### config.mk
export PLATFORM = sky130hd
export DESIGN_NAME = imem_stream_loader
export DESIGN_NICKNAME = d
export VERILOG_FILES = /design/src/rtl/imem_stream_loader.sv
export SDC_FILE = /design/constraint.sdc
export NUM_CORES = 1
export LEC_CHECK = 0
export CORE_UTILIZATION = 40
export CTS_CLUSTER_DIAMETER = 50
export DETAILED_ROUTE_END_ITERATION = 8
export HOLD_SLACK_MARGIN = 0.1
export PLACE_DENSITY_LB_ADDON = 0.2
export SETUP_SLACK_MARGIN = 0.02
export SLEW_MARGIN = 15
export SYNTH_ARGS = -nofsm -noshare
export SYNTH_HDL_FRONTEND = slang
export SYNTH_SLANG_ARGS = --single-unit
### constraint.sdc
create_clock -name clk -period 3.2 [get_ports clk]
set_input_delay 0.64 -clock clk [delete_from_list [all_inputs] [get_ports clk]]
set_output_delay 0.64 -clock clk [all_outputs]
set_load 0.005 [all_outputs]
### src/rtl/imem_stream_loader.sv
// ---------------------------------------------------------------------------
// imem_stream_loader
//
// Streams a program into the byte-wide MIPS instruction memory and then
// sequences the CPU out of reset. Instruction words arrive on a valid/ready
// stream and are written big-endian (most significant byte at the lowest
// address), one byte per clock. Words that would run past the end of the
// memory are accepted and discarded, and this is flagged on `overflow`. Once
// the last word has been written, the CPU reset is held for SETTLE_CYCLES.
// The CPU is then released for one cycle with enable low, and after that it
// is enabled, either indefinitely (RUN_CYCLES = 0) or for exactly RUN_CYCLES
// cycles.
//
// Parameters
//   ADDR_WIDTH    byte address width of the instruction memory
//   DATA_WIDTH    stream word width, a multiple of 8 (BPW = DATA_WIDTH/8)
//   BASE_ADDR     first byte address written, BPW-aligned
//   SETTLE_CYCLES cycles cpu_rst_n stays low after the last write (>= 1)
//   RUN_CYCLES    CPU enable budget in cycles, 0 = unlimited
//
// Ports
//   clk, rst      clock and synchronous active-high reset
//   start         one-cycle pulse; begins a load from IDLE, RUN or HALT
//   s_valid/s_ready/s_data/s_last   instruction word stream
//   mem_we/mem_addr/mem_wdata       instruction memory byte write port
//   cpu_rst_n, cpu_enable           CPU control
//   load_done     high from SETTLE entry until the next load or reset
//   run_done      high while halted after the run budget expires
//   overflow      sticky: a word was dropped beyond the memory end
//   words_loaded  number of words actually written in this load
// ---------------------------------------------------------------------------
module imem_stream_loader #(
  parameter int ADDR_WIDTH    = 11,
  parameter int DATA_WIDTH    = 32,
  parameter int BASE_ADDR     = 0,
  parameter int SETTLE_CYCLES = 4,
  parameter int RUN_CYCLES    = 0
) (
  input  logic                  clk,
  input  logic                  rst,
  input  logic                  start,
  input  logic                  s_valid,
  output logic                  s_ready,
  input  logic [DATA_WIDTH-1:0] s_data,
  input  logic                  s_last,
  output logic                  mem_we,
  output logic [ADDR_WIDTH-1:0] mem_addr,
  output logic [7:0]            mem_wdata,
  output logic                  cpu_rst_n,
  output logic                  cpu_enable,
  output logic                  load_done,
  output logic                  run_done,
  output logic                  overflow,
  output logic [ADDR_WIDTH:0]   words_loaded
);

  localparam int BPW = DATA_WIDTH / 8;
  localparam int KW  = (BPW > 1) ? $clog2(BPW) : 1;
  // The pointer carries one extra bit so that it can point one past the
  // final byte (a completely full memory) without wrapping back to zero.
  localparam int PW  = ADDR_WIDTH + 1;

  localparam logic [PW-1:0] BASE_P      = PW'(BASE_ADDR);
  localparam logic [PW:0]   MEM_BYTES   = (PW+1)'(1) << ADDR_WIDTH;
  localparam logic [KW-1:0] K_LAST      = KW'(BPW - 1);
  localparam logic [31:0]   SETTLE_LAST = 32'(SETTLE_CYCLES - 1);
  localparam logic [31:0]   RUN_LAST    = 32'(RUN_CYCLES - 1);

  typedef enum logic [2:0] {
    S_IDLE,
    S_ACCEPT,
    S_WRITE,
    S_SETTLE,
    S_RELEASE,
    S_RUN,
    S_HALT
  } state_t;

  state_t state_q, state_d;

  logic [PW-1:0]         ptr_q;
  logic [KW-1:0]         k_q;
  logic [31:0]           cnt_q;
  logic [PW-1:0]         words_q;
  logic                  ovf_q;

  // Captured stream word (stage p0: between handshake and byte writes).
  logic [DATA_WIDTH-1:0] word_p0;
  logic                  last_p0;
  logic                  drop_p0;

  logic                  load_init;
  logic                  handshake;
  logic                  word_end;
  logic                  too_far;

  // Byte lane k of a word, counted from the most significant end.
  function automatic logic [7:0] byte_lane(input logic [DATA_WIDTH-1:0] w,
                                           input logic [KW-1:0]         idx);
    logic [DATA_WIDTH-1:0] sh;
    sh = w << {idx, 3'b000};
    return sh[DATA_WIDTH-1 -: 8];
  endfunction

  // Next state, strobes and decoded outputs.
  always_comb begin
    state_d      = state_q;
    load_init    = 1'b0;
    handshake    = 1'b0;
    word_end     = 1'b0;
    s_ready      = 1'b0;
    mem_we       = 1'b0;
    cpu_rst_n    = 1'b0;
    cpu_enable   = 1'b0;
    load_done    = 1'b0;
    run_done     = 1'b0;
    mem_addr     = ptr_q[ADDR_WIDTH-1:0] + ADDR_WIDTH'(k_q);
    mem_wdata    = byte_lane(word_p0, k_q);
    overflow     = ovf_q;
    words_loaded = words_q;
    // A word fits only if all of its bytes lie below the memory end.
    too_far      = ({1'b0, ptr_q} + (PW+1)'(BPW)) > MEM_BYTES;

    unique case (state_q)
      S_IDLE: begin
        if (start) begin
          state_d   = S_ACCEPT;
          load_init = 1'b1;
        end
      end
      S_ACCEPT: begin
        s_ready = 1'b1;
        if (s_valid) begin
          state_d   = S_WRITE;
          handshake = 1'b1;
        end
      end
      S_WRITE: begin
        mem_we = ~drop_p0;
        if (k_q == K_LAST) begin
          word_end = 1'b1;
          state_d  = last_p0 ? S_SETTLE : S_ACCEPT;
        end
      end
      S_SETTLE: begin
        load_done = 1'b1;
        if (cnt_q == SETTLE_LAST) state_d = S_RELEASE;
      end
      S_RELEASE: begin
        load_done = 1'b1;
        cpu_rst_n = 1'b1;
        state_d   = S_RUN;
      end
      S_RUN: begin
        load_done  = 1'b1;
        cpu_rst_n  = 1'b1;
        cpu_enable = 1'b1;
        if (start) begin
          state_d   = S_ACCEPT;
          load_init = 1'b1;
        end else if (RUN_CYCLES != 0 && cnt_q == RUN_LAST) begin
          state_d = S_HALT;
        end
      end
      S_HALT: begin
        load_done = 1'b1;
        cpu_rst_n = 1'b1;
        run_done  = 1'b1;
        if (start) begin
          state_d   = S_ACCEPT;
          load_init = 1'b1;
        end
      end
      default: state_d = S_IDLE;
    endcase
  end

  // Control registers.
  always_ff @(posedge clk) begin
    if (rst) begin
      state_q <= S_IDLE;
      ptr_q   <= BASE_P;
      k_q     <= '0;
      cnt_q   <= '0;
      words_q <= '0;
      ovf_q   <= 1'b0;
      last_p0 <= 1'b0;
      drop_p0 <= 1'b0;
    end else begin
      state_q <= state_d;

      // The shared cycle counter restarts on every state change, so it
      // measures time spent in SETTLE and in RUN.
      if (state_d != state_q) cnt_q <= '0;
      else                    cnt_q <= cnt_q + 32'd1;

      if (load_init) begin
        ptr_q   <= BASE_P;
        words_q <= '0;
        ovf_q   <= 1'b0;
      end

      if (handshake) begin
        last_p0 <= s_last;
        // Once a word has been dropped, every later word in the load is
        // dropped too, even if it would otherwise fit.
        drop_p0 <= ovf_q | too_far;
        k_q     <= '0;
      end else if (state_q == S_WRITE) begin
        k_q <= k_q + KW'(1);
      end

      if (word_end) begin
        if (drop_p0) begin
          ovf_q <= 1'b1;
        end else begin
          ptr_q   <= ptr_q + PW'(BPW);
          words_q <= words_q + PW'(1);
        end
      end
    end
  end

  // Stage p0 data capture (no reset on data).
  always_ff @(posedge clk) begin
    if (handshake) word_p0 <= s_data;
  end

endmodule

==> impl_metrics.csv <==
group,metric,value,unit
status,outcome,"complete, no violations",
worst_hold_path,holdCritPathClass,"flip-flop to flip-flop",
clock_tree,worstSkewPairLatency,0.37,ns
sta,tightest_slew,0.800,ns
job,max-cap-violations,0,
power_and_ir_drop,p_seq_share,58.1,%
placed_design,gp_congestion,0.824,
power_and_ir_drop,p_clk_share,33.8,%
global_routing,grtUsageTotal,17.5,%
power_and_ir_drop,power.ir.vdd_worst,0.190,mV
global_routing,overflow,0,
global_routing,grt_pass1_wl,15800,um
detailed_routing,dr_total_vias,3426,
power_and_ir_drop,power_switching_share,24.9,%
global_routing,antenna_found_initial,0,
worst_setup_path,cp.arrival,2.36,ns
detailed_routing,drt_wl_total,9670,um
detailed_routing,drtPass1Iterations,4,
final_layout,insertedDiodeCount,0,
sta,fmax,0.334,GHz
worst_setup_path,start_kind,"flip-flop",
synthesis,ys_top_cells_by_area,"dfxtp_1, edfxtp_1, xor2_1",
synthesis,syn_area,4480,sq um
synthesis,synth_cells,445,
worst_setup_path,crit_fanout,7,
clock_tree,cts_tree,"yes",
floorplanning,rows,38,
clock_tree,cts-root-buf,"clkbuf_8",
global_routing,grt_pass1_vias,3273,
detailed_routing,drcViolationCount,0,
sta,skew,0.0140,ns
final_layout,n_fill_cell,1001,
floorplanning,die_w,108,um
placed_design,place_area,5340,sq um
synthesis,synth-main-ff-cell,"dfxtp_1",
placed_design,pre_cts_ws,0.461,ns
synthesis,synth_edf_count,32,
worst_hold_path,min_from,"cnt_q[0]",
worst_hold_path,hold-path-endpoint,"cnt_q[0]",
worst_setup_path,worstPathRequired,2.56,ns
sta,worst_slack,0.203,ns
worst_setup_path,r2r-end,"cnt_q[5]",
worst_setup_path,timing_worst_setup_path_type,"flip-flop to primary output",
power_and_ir_drop,p_leak,1.88,nW
synthesis,synth_cell_types,52,
synthesis,async_flop_share,0,%
power_and_ir_drop,totalPowerFinal,2.24,mW
synthesis,yosysTopAreaCellShare,28.6,%
synthesis,syn_nets,490,
global_routing,grt_max_degree,35,
sta,finalHoldWorstSlack,0.479,ns
power_and_ir_drop,p_int,1.68,mW
worst_hold_path,hold_depth,1,
worst_setup_path,worstSetupEndpointType,"primary output",
final_layout,instances_no_fill,664,
clock_tree,cts_buffer_depth,2,
detailed_routing,viasPerCell,5.16,
final_layout,nNetsFinal,564,
sta,setup_viol_count_final,0,
floorplanning,die_area,11600,sq um
final_layout,area_delta_synth_final,23.5,%
final_layout,utilization,50.8,%
sta,rsz0062_at_grt,"false",
placed_design,portBuffers,74,
synthesis,ys_ff_latch,96,
power_and_ir_drop,p_switching,0.557,mW
sta,period_share,93.7,%
detailed_routing,drt_iter0_drc,166,
detailed_routing,postRouteAntennaNets,0,
placed_design,dp_hpwl,6880,um
sta,setup_tns,0,ns
power_and_ir_drop,power_density,405,nW/um^2
sta,final-hold-violation-count,0,
final_layout,fin_area,5540,sq um
sta,finalMaxSlewViolations,0,
clock_tree,clkTransAtPathRegs,0.09,ns
synthesis,yosysSeqAreaShare,50.0,%
clock_tree,htreeDepth,3,
synthesis,netlist.top_cell.by_area,"dfxtp_1",
worst_setup_path,rr_startpoint,"state_q[0]",
worst_setup_path,r2r_cells,6,
clock_tree,post-cts-setup-buffers,0,
clock_tree,cts_made_buffers,9,
sta,slew-limit-headroom,46.2,%
sta,period_minus_slack,3.00,ns
synthesis,syn_area_per_cell,10.1,sq um
clock_tree,post_cts_resized,0,
floorplanning,ios,75,
floorplanning,start_util,41.2,%
final_layout,layout-drive-gt1-share,8.02,%
floorplanning,core-area,10900,sq um
clock_tree,clock_sinks,96,
placed_design,place_inst,648,
power_and_ir_drop,comb_power_share,8.1,%
worst_setup_path,r2r_slack,1.05,ns
synthesis,synth_warnings,0,
clock_tree,postCtsHoldBufs,0,
floorplanning,die_h,108,um
detailed_routing,wl_per_cell,14.6,um
[cell families after synthesis]
kind of cell             synth area share (%)
XOR/XNOR                                 11.3
adder cells (fa/ha/maj)                  2.40
AO/OA/AOI/OAI                            4.89
multiplexers                             4.47
AND/OR/NAND/NOR                          23.9
buffers and inverters                    2.99
flip-flops                               50.0
[worst max path at each step]
| stage | start | end | slack, ns | cells after the start |
|---|---|---|---|---|
| 6_report | ptr_q[4] | mem_addr[9] | 0.20 | 5 |
| 5_1_grt | k_q[1] | mem_addr[3] | 0.06 | 6 |
| 3_3_place_gp | ptr_q[0] | mem_addr[10] | 0.54 | 6 |
| 2_1_floorplan | k_q[1] | mem_addr[10] | 0.82 | 5 |
| 4_1_cts | ptr_q[0] | mem_addr[10] | 0.03 | 6 |
| 3_5_place_dp | ptr_q[0] | mem_addr[10] | 0.46 | 6 |
[power groups by stage]
stage	logic (mW)	registers (mW)	clock network (mW)
after detailed placement	0.183	1.33	0
final	0.181	1.30	0.757
after CTS	0.184	1.30	0.788
after global placement	0.181	1.33	0
after global routing	0.198	1.31	0.837
after floorplan	0.103	1.32	0
[cell usage in the layout, fill, tap and decap left out, types with 3 or more instances in the layout]
master           Yosys  layout
ha_1                 7       7
nand4_1             18      18
a21oi_1             13      13
nor2b_1              4       4
and2_1               4       4
nor4_1              10       9
nand2b_1             6       6
or3_1                3       3
xnor2_1             22      22
and4_1               5       5
and3_1               7       7
xor2_1              36      36
inv_1               11      11
nand3_1             22      22
buf_4                0       4
clkinvlp_4           0       3
nor2_1              79      79
nor3_1              12      12
o21ai_0              5       5
mux4_2               8       8
edfxtp_1            32      32
dfxtp_1             64      63
clkbuf_8             0       9
nand2_1             33      33
clkdlybuf4s50_1      0      74
[state kept, by name, summed over array words and instances, names as in the netlist, 2 cells and up]
signal and flops:
cnt_q 32, k_q 2, ptr_q 12, state_q 3
word_p0 32, words_loaded 12
[synth_stat cells (2+ instances only)]
library cell and number:
and2_1 4, and4_1 5, clkbuf_1 4, inv_1 11, ha_1 7, and3_1 7, nor2_1 79, nor3_1 12
o21ai_0 5, nor2b_1 4, buf_2 7, xor2_1 36, buf_6 3, mux4_2 8, dfxtp_1 64, nand2_1 33
edfxtp_1 32, xnor2_1 22, nand4_1 18, nand3_1 22, o211ai_1 2, a21oi_1 13, or3_1 3, nor4_1 10
mux2i_1 2, nand2b_1 6
[per-layer routing]
layer	global-route usage (%)	vias to the layer above	part of all wire, %
met5	0	-	0
met4	6.16	0	1.2
met3	3.75	8	5.6
met2	26.7	87	45
met1	24.2	1622	49
li1	-	1709	-
[worst max-delay path: stages (launching register included)]
cell and delay [ns]:
dfxtp_1 0.51, nand4_1 0.23, or3_1 0.45, nor2_1 0.15, xor2_1 0.15, clkdlybuf4s50_1 0.51
[cell type report]
cell class / count / area, sq um / area share (%)
Clock buffer: 9 / 124 / 2.24
Inverter: 12 / 45.0 / 0.814
Clock inverter: 7 / 62.6 / 1.13
Multi-Input combinational cell: 322 / 2110 / 38.2
Sequential cell: 96 / 2240 / 40.5
Tap cell: 140 / 175 / 3.16
Timing Repair Buffer: 78 / 771 / 13.9
No activity file was read; power rests on OpenSTA's default activity.
